==> config.mk <==
export PLATFORM = sky130hd
export DESIGN_NAME = pl_reg_elastic
export DESIGN_NICKNAME = d
export VERILOG_FILES = /design/src/rtl/pl_pkg.sv /design/src/rtl/pl_sat_counter.sv /design/src/rtl/pl_reg_elastic.sv
export SDC_FILE = /design/constraint.sdc
export NUM_CORES = 1
export LEC_CHECK = 0
export ABC_AREA = 1
export CORE_MARGIN = 4
export CORE_UTILIZATION = 42
export DETAILED_ROUTE_END_ITERATION = 8
export PLACE_DENSITY = 0.84
export SLEW_MARGIN = 25
export SYNTH_ARGS = -nofsm -noshare
export SYNTH_HDL_FRONTEND = slang
export SYNTH_SLANG_ARGS = --single-unit
==> constraint.sdc <==
create_clock -name clk -period 1.9 [get_ports clk]
set_input_delay 0.19 -clock clk [delete_from_list [all_inputs] [get_ports clk]]
set_output_delay 0.19 -clock clk [all_outputs]
set_load 0.02 [all_outputs]
==> src/rtl/pl_pkg.sv <==
// Shared definitions for the elastic pipeline stage registers: stage state
// encoding and the all-zero NOP control word used for bubbles.
package pl_pkg;

    typedef enum logic [1:0] {
        PL_ST_EMPTY = 2'd0,
        PL_ST_FULL  = 2'd1,
        PL_ST_SKID  = 2'd2
    } pl_state_e;

    // Widest control payload supported; stages slice their own width from it.
    localparam int unsigned PL_CTRL_MAX_W = 256;
    localparam logic [PL_CTRL_MAX_W-1:0] PL_CTRL_NOP = '0;

endpackage

==> src/rtl/pl_sat_counter.sv <==
// Saturating up-counter with synchronous active-high clear; holds at all-ones.
module pl_sat_counter
    import pl_pkg::*;
#(
    parameter int unsigned CNT_WIDTH = 16
) (
    input  logic                 clk,
    input  logic                 rst,
    input  logic                 inc_i,
    output logic [CNT_WIDTH-1:0] cnt_o
);

    logic [CNT_WIDTH-1:0] cnt_q;
    logic [CNT_WIDTH-1:0] cnt_d;

    always_comb begin
        cnt_d = cnt_q;
        if (inc_i && (cnt_q != '1)) begin
            cnt_d = cnt_q + CNT_WIDTH'(1);
        end
    end

    always_ff @(posedge clk) begin
        if (rst) begin
            cnt_q <= '0;
        end else begin
            cnt_q <= cnt_d;
        end
    end

    assign cnt_o = cnt_q;

endmodule

==> src/rtl/pl_reg_elastic.sv <==
// Elastic pipeline stage register with valid/ready handshake, flush-to-NOP and
// back-pressure counter. Define PL_REG_SKID_EN for the 2-entry skid variant.
module pl_reg_elastic
    import pl_pkg::*;
#(
    parameter int unsigned DATA_WIDTH = 64,
    parameter int unsigned CTRL_WIDTH = 16,
    parameter int unsigned CNT_WIDTH  = 16
) (
    input  logic                  clk,
    input  logic                  rst,
    input  logic                  flush_i,
    input  logic                  stall_i,
    input  logic                  valid_i,
    output logic                  ready_o,
    input  logic [CTRL_WIDTH-1:0] ctrl_i,
    input  logic [DATA_WIDTH-1:0] data_i,
    output logic                  valid_o,
    input  logic                  ready_i,
    output logic [CTRL_WIDTH-1:0] ctrl_o,
    output logic [DATA_WIDTH-1:0] data_o,
    output logic [CNT_WIDTH-1:0]  bp_cnt_o
);

    localparam logic [CTRL_WIDTH-1:0] CTRL_NOP = PL_CTRL_NOP[CTRL_WIDTH-1:0];

    pl_state_e             state_q, state_d;
    logic [CTRL_WIDTH-1:0] ctrl_q,  ctrl_d;
    logic [DATA_WIDTH-1:0] data_q,  data_d;
`ifdef PL_REG_SKID_EN
    logic [CTRL_WIDTH-1:0] skid_ctrl_q, skid_ctrl_d;
    logic [DATA_WIDTH-1:0] skid_data_q, skid_data_d;
`endif

    logic in_fire;
    logic out_fire;

    assign in_fire  = valid_i & ready_o;
    assign out_fire = valid_o & ready_i;

    // State register
    always_ff @(posedge clk) begin
        if (rst) begin
            state_q <= PL_ST_EMPTY;
        end else begin
            state_q <= state_d;
        end
    end

    // Next-state logic; SKID is only reachable in the skid build
    always_comb begin
        state_d = state_q;
        unique case (state_q)
            PL_ST_EMPTY: if (in_fire) state_d = PL_ST_FULL;
            PL_ST_FULL: begin
`ifdef PL_REG_SKID_EN
                if (in_fire && !out_fire) state_d = PL_ST_SKID;
                else if (!in_fire && out_fire) state_d = PL_ST_EMPTY;
`else
                if (!in_fire && out_fire) state_d = PL_ST_EMPTY;
`endif
            end
            PL_ST_SKID: if (out_fire) state_d = PL_ST_FULL;
            default: state_d = PL_ST_EMPTY;
        endcase
        if (flush_i) state_d = PL_ST_EMPTY;
    end

    // Output logic
    always_comb begin
        valid_o = (state_q != PL_ST_EMPTY);
`ifdef PL_REG_SKID_EN
        ready_o = ~stall_i & (state_q != PL_ST_SKID);
`else
        ready_o = ~stall_i & (ready_i | (state_q == PL_ST_EMPTY));
`endif
    end

    // Payload path: flush zeroes control but leaves data as-is
    always_comb begin
        ctrl_d = ctrl_q;
        data_d = data_q;
`ifdef PL_REG_SKID_EN
        skid_ctrl_d = skid_ctrl_q;
        skid_data_d = skid_data_q;
`endif
        if (flush_i) begin
            ctrl_d = CTRL_NOP;
        end else begin
            unique case (state_q)
                PL_ST_EMPTY: begin
                    if (in_fire) begin
                        ctrl_d = ctrl_i;
                        data_d = data_i;
                    end
                end
                PL_ST_FULL: begin
                    if (in_fire && out_fire) begin
                        ctrl_d = ctrl_i;
                        data_d = data_i;
`ifdef PL_REG_SKID_EN
                    end else if (in_fire) begin
                        skid_ctrl_d = ctrl_i;
                        skid_data_d = data_i;
`endif
                    end else if (out_fire) begin
                        ctrl_d = CTRL_NOP;
                    end
                end
                PL_ST_SKID: begin
`ifdef PL_REG_SKID_EN
                    if (out_fire) begin
                        ctrl_d = skid_ctrl_q;
                        data_d = skid_data_q;
                    end
`endif
                end
                default: ;
            endcase
        end
    end

    always_ff @(posedge clk) begin
        if (rst) begin
            ctrl_q <= '0;
            data_q <= '0;
`ifdef PL_REG_SKID_EN
            skid_ctrl_q <= '0;
            skid_data_q <= '0;
`endif
        end else begin
            ctrl_q <= ctrl_d;
            data_q <= data_d;
`ifdef PL_REG_SKID_EN
            skid_ctrl_q <= skid_ctrl_d;
            skid_data_q <= skid_data_d;
`endif
        end
    end

    assign ctrl_o = ctrl_q;
    assign data_o = data_q;

    pl_sat_counter #(
        .CNT_WIDTH(CNT_WIDTH)
    ) u_bp_cnt (
        .clk   (clk),
        .rst   (rst),
        .inc_i (valid_o & ~ready_i),
        .cnt_o (bp_cnt_o)
    );

endmodule

# Word-level counts from Yosys, hierarchy flattened
# Index checks and enable logic that the tools add are counted.
[word_totals] word_cells=43 out_inout_bits=98 ff_bits=98 inputBits=86
[op_classes] muxes=11 n_addsub=1 reduce_logical=11 n_eq_ne=8 bitwise=8
[op_table] cell="$mux 64" n=2
[op_table] cell="$pmux 64 s2" n=1
[op_table] cell="$mux 16" n=3
[op_table] cell="$pmux 16 s2" n=1
[op_table] cell="$add 16x1->16 const B" n=1
[op_table] cell="$ne 16x16->1 const B" n=1
[op_table] cell="$ne 2x2->1 const B" n=4
[op_table] cell="$mux 2" n=3
[op_table] cell="$pmux 2 s3" n=1
[op_table] cell="$reduce_and 3->1" n=2
[op_table] cell="$and 1x1->1" n=4
[op_table] cell="$reduce_and 4->1" n=1
[op_table] cell="$reduce_bool 2->1" n=2
[op_table] cell="$logic_and 1x1->1" n=3
[op_table] cell="$ne 3x3->1 const B" n=1
[op_table] cell="$not 1->1" n=3
[op_table] cell="$eq 2x1->1 const B" n=1
[op_table] cell="$eq 2x2->1 const B" n=1
[op_table] cell="$logic_not 2->1" n=1
[op_table] cell="$reduce_or 2->1" n=1
[op_table] cell="$logic_not 1->1" n=1
[op_table] cell="$or 1x1->1" n=1

# Logic depth before layout (Yosys ltp)
# Gate-level depths: netlist of run 1.
[logic_depth] word_depth=8 depth_mapped=9

# Modules after synthesis
# From an unflattened synthesis of run 1, not the netlist that was laid out.
[hier_totals] hier_cells=641 area_unflattened_um2=4277.9
[by_module_without_submodules] mod="pl_reg_elastic" instances=1 area_each_um2=3348.2 cells_each=492
[by_module_without_submodules] mod="pl_sat_counter" instances=1 area_each_um2=929.6 cells_each=149

# Worst setup path before layout of run 1
# OpenSTA, ideal clock, no wires.
[synth_timing] path_type="register to register" start="register u_bp_cnt.cnt_q[0], in the netlist u_bp_cnt.cnt_o[0]" end="register u_bp_cnt.cnt_q[11], in the netlist u_bp_cnt.cnt_o[11]" stages_incl_launch_ff=10 arrival_ps=1466 synth_period_minus_slack_ps=1599 path_slack_ps=301 path_cell_list="dfxtp_1 > ha_1 > nand2_1 > nor2_1 > nand2_2 > nor2_2 > nor2_4 > buf_6 > nand2_1 > a21oi_1"
[synth_via] elab_chain_cells=2
[synth_rtl] element="from (decl)" line_no="pl_sat_counter.sv:13" text="logic [CNT_WIDTH-1:0] cnt_q;"
[synth_rtl] element="from (signal assigned)" line_no="pl_sat_counter.sv:27" text="cnt_q <= cnt_d;"
[synth_rtl] element="parallel branches: the longest is 2 deep, another holds $add 16x1->16"
# Parallel ways; which one is timed is not known.
# A chain may end at the register's enable or synchronous reset.

# Worst setup path after layout of run 1
[layout_timing] start="input ready_i" end="output ready_o"
[layout_via] elab_chain_cells=2
[layout_rtl] element="from (decl)" line_no="pl_reg_elastic.sv:19" text="input logic ready_i,"
[layout_rtl] element="$or 1x1->1" line_no="pl_reg_elastic.sv:75" text="ready_o = ~stall_i & (ready_i | (state_q == PL_ST_EMPTY));"
[layout_rtl] element="$and 1x1->1" line_no="pl_reg_elastic.sv:75"
[layout_rtl] element="to (decl)" line_no="pl_reg_elastic.sv:15" text="output logic ready_o,"
# Every way passes these cells.

==> out/metrics.csv, run 1 <==
metric,value,unit
drt_iter0_markers,175,
cap_viol_max_count,0,
die_area,11390,sq um
synthSimpleGateAreaFrac,30.65,%
power_density,649.2,nW/um^2
num_antenna_cells,0,
die_x,106.7,um
clock_path_buffers,2,
n_fill_cell,795,
vdd_ir_drop_max,0.3241,mV
dr.pass1.iters,4,
hold_class,in -> reg,
grt_pass1_wl,18620,um
hold_viol,0,
reg2reg_depth,7,
r2r_slack,270,ps
setup_violations,0,
core_area,9371,sq um
crit_type,in -> out,
synth_xor_area_share,1.284,%
vias_per_cell,5.048,
cts_hold_buf,0,
num_io_pins,184,
syn_nets,593,
hpwl,8459,um
leakage,0.002102,uW
placed_area,5958,sq um
slew_violations,0,
clk_latency,350,ps
cpPeakStageDelay,620,ps
row_count,35,
crit_path_end_kind,output pin,
wl,11590,um
root_buffer,clkbuf_8,
post_cts_buffers,0,
setup.worst_path.start,ready_i,
r2r-end,u_bp_cnt.cnt_o[9]$_SDFFE_PP0P_,
syn_area,4094,sq um
gr-usage-all-layers,19.70,%
synthMuxAreaShare,0,%
synth_compound_area_share,12.68,%
critical_path_required,1710,ps
finalClockSkew,10.74,ps
ys_seq_elements,97,
slowest_stage,clkdlybuf4s50_1,
grt_max_degree,76,
cts_tree,yes,
cts.htree.levels,3,
timing.final.crit_share,93.27,%
final_area,6145,sq um
synthTopCellsByArea,"dfxtp_1 47%, nand2_1 11%, nand3_1 11%",
synth_top_area_share,47.43,%
rsz0062_at_grt,false,
rr_startpoint,u_bp_cnt.cnt_o[0]$_SDFFE_PP0P_,
layout_commonest_cell,clkdlybuf4s50_1,
path_cells,clkdlybuf4s50_1 -> nor2_8 -> nor2_8 -> clkdlybuf4s50_1,
min_from,rst,
cts.sinks,97,
fmax,564.3,MHz
tightestPinTransition,529.5,ps
synth-edff-count,0,
grt_pass1_vias,3853,
portBuffers,183,
critPathLaunchType,input port,
area_growth,50.09,%
overflow,0,
yosys.area.top_type,dfxtp_1,
drcViolationCount,0,
fin_crit,1772,ps
antenna_left,0,
final_nets,763,
place.gp.congestion,0.8429,
arrival,1580,ps
final_cell_mix,"182 x clkdlybuf4s50_1, 120 x nand2_1, 97 x dfxtp_1, 90 x nand3_1, 82 x a21oi_1",
yosysWarnings,0,
cts_resized,0,
initial_core_util,43.68,%
vias,4089,
cp_max_fo,2,
synth_top_family_by_area,simple AND/OR/NAND/NOR gates,
drive_gt1_share,8.811,%
synth-adder-area-share,0.3056,%
netlist_instances,506,
wl_per_cell,14.30,um
path_clk_slew,100,ps
antenna_found_initial,0,
synthFlopType,dfxtp_1,
relSlewSlack,64.62,%
crit_end,ready_o,
synth_cell_types,29,
async_flop_share,0,%
status,"finished, final reports clean",
fp.dieH,106.7,um
final.setup.tns,0,ps
syn_avg_cell_area,8.091,sq um
cts_buffers,9,
ys_seq_area_share,47.43,%
## synth_stat cells, types with 5 or more instances
cell type / number
dfxtp_1: 97
nand2_1: 120
clkbuf_1: 12
buf_4: 7
nor2_1: 23
buf_8: 5
nand2_4: 10
nand4_1: 5
inv_1: 14
a21oi_1: 82
a21oi_2: 10
nand3_1: 90
## flip-flops by register name, indices dropped and copies added (netlist names)
register        count
data_o             64
state_q             1
u_bp_cnt.cnt_o     16
ctrl_o             16
## report_power, final
group	total, uW	internal (uW)	switching [uW]
clock	1270	527	741
combinational	604	317	287
sequential	2120	2080	32.2
total	3990	2930	1060
## stage by stage
step           setup WS, ps  hold slack, ps  utilization [%]  cells  total power, uW
6_report              127.9           187.7            65.57    810             3989
3_3_place_gp          132.7           447.2            63.58    794             2757
4_1_cts               123.4           187.0            65.57    810             4020
3_5_place_dp          108.4           452.8            63.58    794             2768
5_1_grt               7.717           207.6            65.57    810             4163
2_1_floorplan         301.4           337.4                -    506             2442
## cell families after synthesis
| logic type | Yosys count |
|---|---|
| buf+inv | 50 |
| flops | 97 |
| compound gates | 94 |
| xor+xnor | 6 |
| fa+ha+maj | 1 |
| simple gates | 258 |
## worst max-delay path, delay by kind of cell
kind                   cells  cell delay, ps
buffers and inverters      2            1200
AND/OR/NAND/NOR            2             180
## routing by layer
layer	GRT usage (%)	vias up	wire length, um
met4	8.037	0	363
met2	33.63	151	5752
met3	4.094	30	703
li1	-	2019	-
met5	0	-	0
met1	24.17	1889	4765
## area by class of cell
class	instances	area (sq um)	area share [%]
Timing Repair Buffer	192	1944	31.64
Inverter	17	71.32	1.161
Multi-Input combinational cell	359	1839	29.93
Tap cell	129	161.4	2.627
Clock buffer	10	137.6	2.240
Sequential cell	97	1942	31.60
Clock inverter	6	48.80	0.7941
## worst min-delay path by stage
stage	cells past startpoint	slack, ps	to
2_1_floorplan	2	340	ctrl_o[0]$_SDFFE_PP0P_
4_1_cts	4	190	state_q[0]$_SDFFE_PP0P_
3_5_place_dp	2	450	data_o[16]$_SDFFE_PP0P_
3_3_place_gp	2	450	data_o[2]$_SDFFE_PP0P_
5_1_grt	4	210	state_q[0]$_SDFFE_PP0P_
6_report	4	190	state_q[0]$_SDFFE_PP0P_
Note: power is estimated with default switching activity, not from simulation.
==> run 2, diff against run 1 <==
--- a/config.mk
+++ b/config.mk
@@ -7,9 +7,10 @@
 export LEC_CHECK = 0
 export ABC_AREA = 1
 export CORE_MARGIN = 4
-export CORE_UTILIZATION = 42
+export CORE_UTILIZATION = 56
 export DETAILED_ROUTE_END_ITERATION = 8
-export PLACE_DENSITY = 0.84
+export DONT_BUFFER_PORTS = 1
+export PLACE_DENSITY = 0.74
 export SLEW_MARGIN = 25
 export SYNTH_ARGS = -nofsm -noshare
 export SYNTH_HDL_FRONTEND = slang
==> run 2 against run 1 <==
Clock skew decreased by 1.1 ps; sequential power increased by 3%; maximum frequency grew 1.1%; utilization rose by 7.3 points; global-route usage up 5.9 points; register-to-register slack worse by 120 ps; non-clock buffer count shrank 99; flip-flop and latch count is the same; combinational power decreased by 40%; critical path type is now reg -> reg; largest power group unchanged.
==> out/metrics.csv, run 2 (synthesized netlist as in run 1, its figures left out) <==
metric,value,unit,change
wl_per_cell,16.97,um,was 14.30 um
cp_max_fo,64,,was 2
clk_latency,350,ps,about the same
regArea,1942,sq um,unchanged
arrival,1980,ps,was 1580 ps
crit_type,reg -> reg,,was in -> out
pwr-share-comb,9.5,%,was 15.1%
grt_max_degree,75,,was 76
vias,3793,,was 4089
setup.worst_path.start,state_q[0]$_SDFFE_PP0P_,,was ready_i
finalClockSkew,9.668,ps,was 10.74 ps
num_antenna_cells,0,,unchanged
setup_violations,0,,unchanged
crit_end,data_o[37]$_SDFFE_PP0P_,,was ready_o
fin_cells,678,,was 810
status,"finished, final reports clean",,unchanged
final_cell_mix,"120 x nand2_1, 97 x dfxtp_1, 90 x nand3_1, 82 x a21oi_1, 71 x dlygate4sd3_1",,"was 182 x clkdlybuf4s50_1, 120 x nand2_1, 97 x dfxtp_1, 90 x nand3_1, 82 x a21oi_1"
pwr-share-clk,33.0,%,was 31.8%
path_clk_slew,90,ps,was 100 ps
row_count,30,,was 35
critPathLaunchType,flop,,was input port
crit_family,simple AND/OR/NAND/NOR gates,,was buffers and inverters
initial_core_util,58.95,%,was 43.68%
root_buffer,clkbuf_8,,unchanged
place.gp.congestion,0.8730,,was 0.8429
crit_buf_inv,2,,unchanged
vdd_ir_drop_max,0.5477,mV,was 0.3241 mV
timing.final.crit_share,92.27,%,was 93.27%
layout_commonest_cell,nand2_1,,was clkdlybuf4s50_1
r2r-end,data_o[37]$_SDFFE_PP0P_,,was u_bp_cnt.cnt_o[9]$_SDFFE_PP0P_
slowest_stage,dfxtp_1,,was clkdlybuf4s50_1
cts.htree.levels,3,,unchanged
cts_hold_buf,69,,was 0
wl,11500,um,was 11590 um
fin_crit,1753,ps,was 1772 ps
hold_viol,0,,unchanged
core_area,6944,sq um,was 9371 sq um
drcViolationCount,0,,unchanged
hpwl,7181,um,was 8459 um
area_growth,23.53,%,was 50.09%
vias_per_cell,5.594,,was 5.048
path_cells,inv_2 -> nor2_8 -> nor2_8 -> nand2_8 -> inv_8 -> nand2_8 -> nand2_1 -> a21oi_1,,was clkdlybuf4s50_1 -> nor2_8 -> nor2_8 -> clkdlybuf4s50_1
power_density,754.2,nW/um^2,was 649.2 nW/um^2
cts_buffers,9,,unchanged
final.setup.tns,0,ps,unchanged
slew_violations,0,,unchanged
r2r_slack,150,ps,was 270 ps
p_int,2782,uW,was 2929 uW
fmax,570.4,MHz,was 564.3 MHz
cts_resized,0,,unchanged
multi_input_area,1839,sq um,unchanged
die_x,93.50,um,was 106.7 um
dr.pass1.iters,5,,was 4
relSlewSlack,67.23,%,was 64.62%
largest_reg_flops,64,,unchanged
crit_cells,8,,was 4
antenna_found_initial,0,,unchanged
n_fill_cell,508,,was 795
switching_share,27.06,%,was 26.58%
leakage,0.001794,uW,was 0.002102 uW
gr-usage-all-layers,25.60,%,was 19.70%
rsz0062_at_grt,false,,unchanged
hold_class,in -> reg,,unchanged
die_area,8742,sq um,was 11390 sq um
switchingPower,1032,uW,was 1060 uW
crit_path_end_kind,flop,,was output pin
antenna_left,0,,unchanged
grt_pass1_vias,3678,,was 3853
cap_viol_max_count,0,,unchanged
drt_iter0_markers,237,,was 175
cts.sinks,97,,unchanged
cts_tree,yes,,unchanged
dp.cells,590,,was 794
final_nets,664,,was 763
overflow,0,,unchanged
post_cts_buffers,0,,unchanged
clock_path_buffers,2,,unchanged
p_seq_share,57.5,%,was 53.1%
tightestPinTransition,490.3,ps,was 529.5 ps
reg2reg_depth,8,,was 7
cpPeakStageDelay,330,ps,was 620 ps
rr_startpoint,state_q[0]$_SDFFE_PP0P_,,was u_bp_cnt.cnt_o[0]$_SDFFE_PP0P_
grt_pass1_wl,17990,um,was 18620 um
fp.dieH,93.50,um,was 106.7 um
num_io_pins,184,,unchanged
critical_path_required,2130,ps,was 1710 ps
portBuffers,0,,was 183
drive_gt1_share,12.37,%,was 8.811%
## run 2: cell types whose count changed in the layout (fill, tap and decap cells not counted), sizes merged
cell / change
buf: +12
clkdlybuf4s50: -182
clkinv: +1
dlygate4sd3: +71
inv: -1
## run 2: routing by layer
layer | GRT usage (%) | up-vias | wire length (um)
li1 | - | 1820 | -
met1 | 29.40 | 1743 | 4183
met2 | 42.17 | 194 | 5823
met3 | 8.930 | 36 | 1132
met4 | 12.58 | 0 | 365
met5 | 0 | - | 0
## run 2: metrics by stage
step           utilization, %  cell area [sq um]  total power, uW  setup slack [ps]  hold slack (ps)
6_report                72.83               5057             3814             146.8            14.12
5_1_grt                 72.83               5057             3979             26.43           0.6740
4_1_cts                 72.40               5027             3832             167.7            1.152
3_5_place_dp            59.48               4130             2443             199.5            269.6
3_3_place_gp            59.48               4130             2435             252.1            265.3
2_1_floorplan               -               4094             2442             301.4            337.4
## run 2: how the worst min path moves through the flow
stage	startpoint	to	slack (ps)	cells after the start
floorplan	ctrl_i[0]	ctrl_o[0]$_SDFFE_PP0P_	340	2
global placement	rst	data_o[31]$_SDFFE_PP0P_	270	1
detailed placement	rst	data_o[59]$_SDFFE_PP0P_	270	1
CTS	data_i[49]	data_o[49]$_SDFFE_PP0P_	1	2
global route	data_i[45]	data_o[45]$_SDFFE_PP0P_	0.7	2
finish	data_i[45]	data_o[45]$_SDFFE_PP0P_	10	2
## run 2: area by class of cell
type,count,area share [%]
Clock buffer,10,2.721
Tap cell,96,2.375
Clock inverter,6,1.014
Inverter,17,1.410
Sequential cell,97,38.40
Multi-Input combinational cell,359,36.37
Timing Repair Buffer,93,17.71
## run 2: worst register-to-register path: cells and delay by family, from the launching register on
family,cells,cell delay (ps)
buffers and inverters,2,330
and+or+nand+nor,5,890
DFF,1,330
AOI/OAI and AO/OA,1,100
## run 2: power by group through the flow
stage	Sequential, uW	Combinational (uW)	Clock (uW)
4_1_cts	2190	349	1290
2_1_floorplan	2230	215	0
3_5_place_dp	2240	203	0
6_report	2190	364	1260
3_3_place_gp	2240	196	0
5_1_grt	2200	397	1380
==> edit (flow settings as in run 1) <==
Take the reset off `data_q` and load it in a clocked block of its own.
--- a/src/rtl/pl_reg_elastic.sv
+++ b/src/rtl/pl_reg_elastic.sv
@@ -123,19 +123,21 @@
     always_ff @(posedge clk) begin
         if (rst) begin
             ctrl_q <= '0;
-            data_q <= '0;
 `ifdef PL_REG_SKID_EN
             skid_ctrl_q <= '0;
             skid_data_q <= '0;
 `endif
         end else begin
             ctrl_q <= ctrl_d;
-            data_q <= data_d;
 `ifdef PL_REG_SKID_EN
             skid_ctrl_q <= skid_ctrl_d;
             skid_data_q <= skid_data_d;
 `endif
         end
+    end
+
+    always_ff @(posedge clk) begin
+        data_q <= data_d;
     end
 
     assign ctrl_o = ctrl_q;
Check against the original RTL: not equivalent (a bounded check fails within 4 cycles, from zero or initial values and one cycle with rst high).
==> edit against run 1 <==
- register-to-register slack improved by 0.03 ns
- worst setup slack gained 0.041 ns
- area after synthesis shrank 15%
- power decreased by 0.24%
- sequential power up 9%
- final area is 7.8% lower
- wire length shrank 13%
- sequential share of layout area rose by 14 points
- sequential cell count unchanged
- first-iteration DRC count shrank 38%
- clock skew about the same
- critical path type is now register to primary output
- critical endpoint unchanged
- largest cell class is now sequential cells
- largest power group unchanged
==> edit: results (changes against run 1) <==
The relative slew slack is 63.8% (-0.82 points). The top fanout value on the critical path is 3 (+1). The maximum clock skew at final layout is 0.0104 ns (-0.000301 ns). The clock transition at the register clock pins on the worst setup and hold paths after CTS is 0.10 ns (about the same). The number of cells on the worst reg-to-reg path came out at 7 (unchanged). The hold-critical path depth came out at 1 (-3). The async set or reset register ratio after synthesis is 0% (unchanged). For hold timing, the worst endpoint is data_o[10]$_DFFE_PP_.

The final estimated routing congestion in global placement is 0.833 (-1.2%). The wire length of the first global-routing pass came out at 15200 um (-18%). The switching power was 0.000931 W (-12%). The number of buffers created by CTS is 9 (unchanged). The number of nets produced by synthesis came to 375 (-37%). The final net count is 569 (-25%). The count of different cell masters after synthesis is 22 (-24%). The destination of the worst register-to-register timing path is u_bp_cnt.cnt_o[11]$_SDFFE_PP0P_. The gate count of the mapped netlist came to 288 (-43%). The antenna diode count was 0 (unchanged). The static leakage came out at 1.95 nW (-7.4%).

The HPWL reported at the end of detailed placement came to 7870 um (-7.0%). The number of instances resized during post-cts repair is 0 (unchanged). The number of global-route vias before repair is 2690 (-30%). The ratio of routed vias to standard cells came to 4.80 (-5.0%). The slack of the worst reg-to-reg path came to 0.30 ns (+0.03 ns). The count of buffers from port buffering came out at 183 (unchanged). The initial antenna violation count came out at 0 (unchanged).

By count the netlist is led by nand2_1 (66), edfxtp_1 (64), dfxtp_1 (33), a21oi_1 (28), nand3_1 (26). The clock network latency to the later pin of the worst-skew pair came out at 0.35 ns (about the same). The met3 usage came out at 7.78% (+3.7 points).

The post-CTS setup buffer count is 0 (unchanged). The max-cap violation count is 0 (unchanged). The fraction of met1 tracks used by global routing came out at 23.4% (-0.76 points). The DRC violation total after the first TritonRoute iteration is 109 (-38%). The post-synthesis sequential area ratio is 74.1% (+27 points).

The number of enable-type register cells in the synthesized netlist was 64 (+64). The hold path startpoint is data_i[10]. The total global-route track usage is 20.4% (+0.74 points).

The largest voltage drop on the vdd net is 0.000335 V (+3.4%). The final routed wirelength across all metal layers is 10100 um (-13%). The run finished with clean final reports. The via count came to 2826 (-31%). The startpoint identified for the worst register-to-register timing path is u_bp_cnt.cnt_o[1]$_SDFFE_PP0P_. The global-route track usage on met2 came out at 35.6% (+2.0 points). Ranked by total cell area, the synthesized netlist is headed by edfxtp_1 (55%), dfxtp_1 (19%), nand2_1 (7.1%). The fraction of final layout cells with drive strength greater than 1 came to 7.39% (-1.4 points). The pin count of the biggest net entering global routing was 53 (-30%).
## edit: worst reg2reg max path, delay by kind of cell, from the launching register on
family	cells	cell delay, ns
flops	1	0.40
fa+ha+maj	1	0.24
compound gates	2	0.46
simple gates	4	0.43
## edit: metal layers
| metal | share of wire [%] | vias up |
|---|---|---|
| met2 | 51 | 138 |
| li1 | - | 1383 |
| met3 | 11 | 8 |
| met5 | 0 | - |
| met1 | 38 | 1297 |
| met4 | 1.2 | 0 |
## edit: cells by family after synthesis
group	after synthesis	synth area share [%]
AOI/OAI and AO/OA	31	4.78
and+or+nand+nor	132	16.6
xor gates and xnor gates	6	1.51
adders and majority gates	1	0.359
DFF	97	74.1
buffers and inverters	21	2.62
## edit: worst max-delay path by stage
stage | startpoint | to | slack (ns)
2_1_floorplan | state_q[0]$_SDFFE_PP0P_ | data_o[0]$_DFFE_PP_ | -0.40
3_3_place_gp | ready_i | ready_o | 0.18
3_5_place_dp | ready_i | u_bp_cnt.cnt_o[13]$_SDFFE_PP0P_ | 0.15
4_1_cts | state_q[0]$_SDFFE_PP0P_ | ready_o | 0.14
5_1_grt | state_q[0]$_SDFFE_PP0P_ | ready_o | 0.11
6_report | state_q[0]$_SDFFE_PP0P_ | ready_o | 0.17
## edit: per-stage QoR
step | util [%] | area, sq um | setup slack, ns | hold WS, ns
after floorplan | - | 3510 | -0.396 | 0.269
after global placement | 69.5 | 5480 | 0.184 | 0.464
after detailed placement | 69.5 | 5480 | 0.154 | 0.472
after CTS | 71.9 | 5670 | 0.138 | 0.361
after global routing | 71.9 | 5670 | 0.112 | 0.343
final | 71.9 | 5670 | 0.169 | 0.381
## edit: area by class of cell
type                            count  area, sq um
Clock inverter                      7         60.1
Clock buffer                        9          124
Inverter                           15         56.3
Timing Repair Buffer              189         1890
Tap cell                          102          128
Multi-Input combinational cell    170          827
Sequential cell                    97         2580
Fill cell                         543         2220
## edit: power groups by stage
stage	combinational (W)	sequential (W)	clock (W)
finish	0.000418	0.00231	0.00125
floorplan	0.0000630	0.00242	0
detailed placement	0.000419	0.00236	0
global route	0.000439	0.00232	0.00138
global placement	0.000410	0.00236	0
CTS	0.000421	0.00232	0.00128
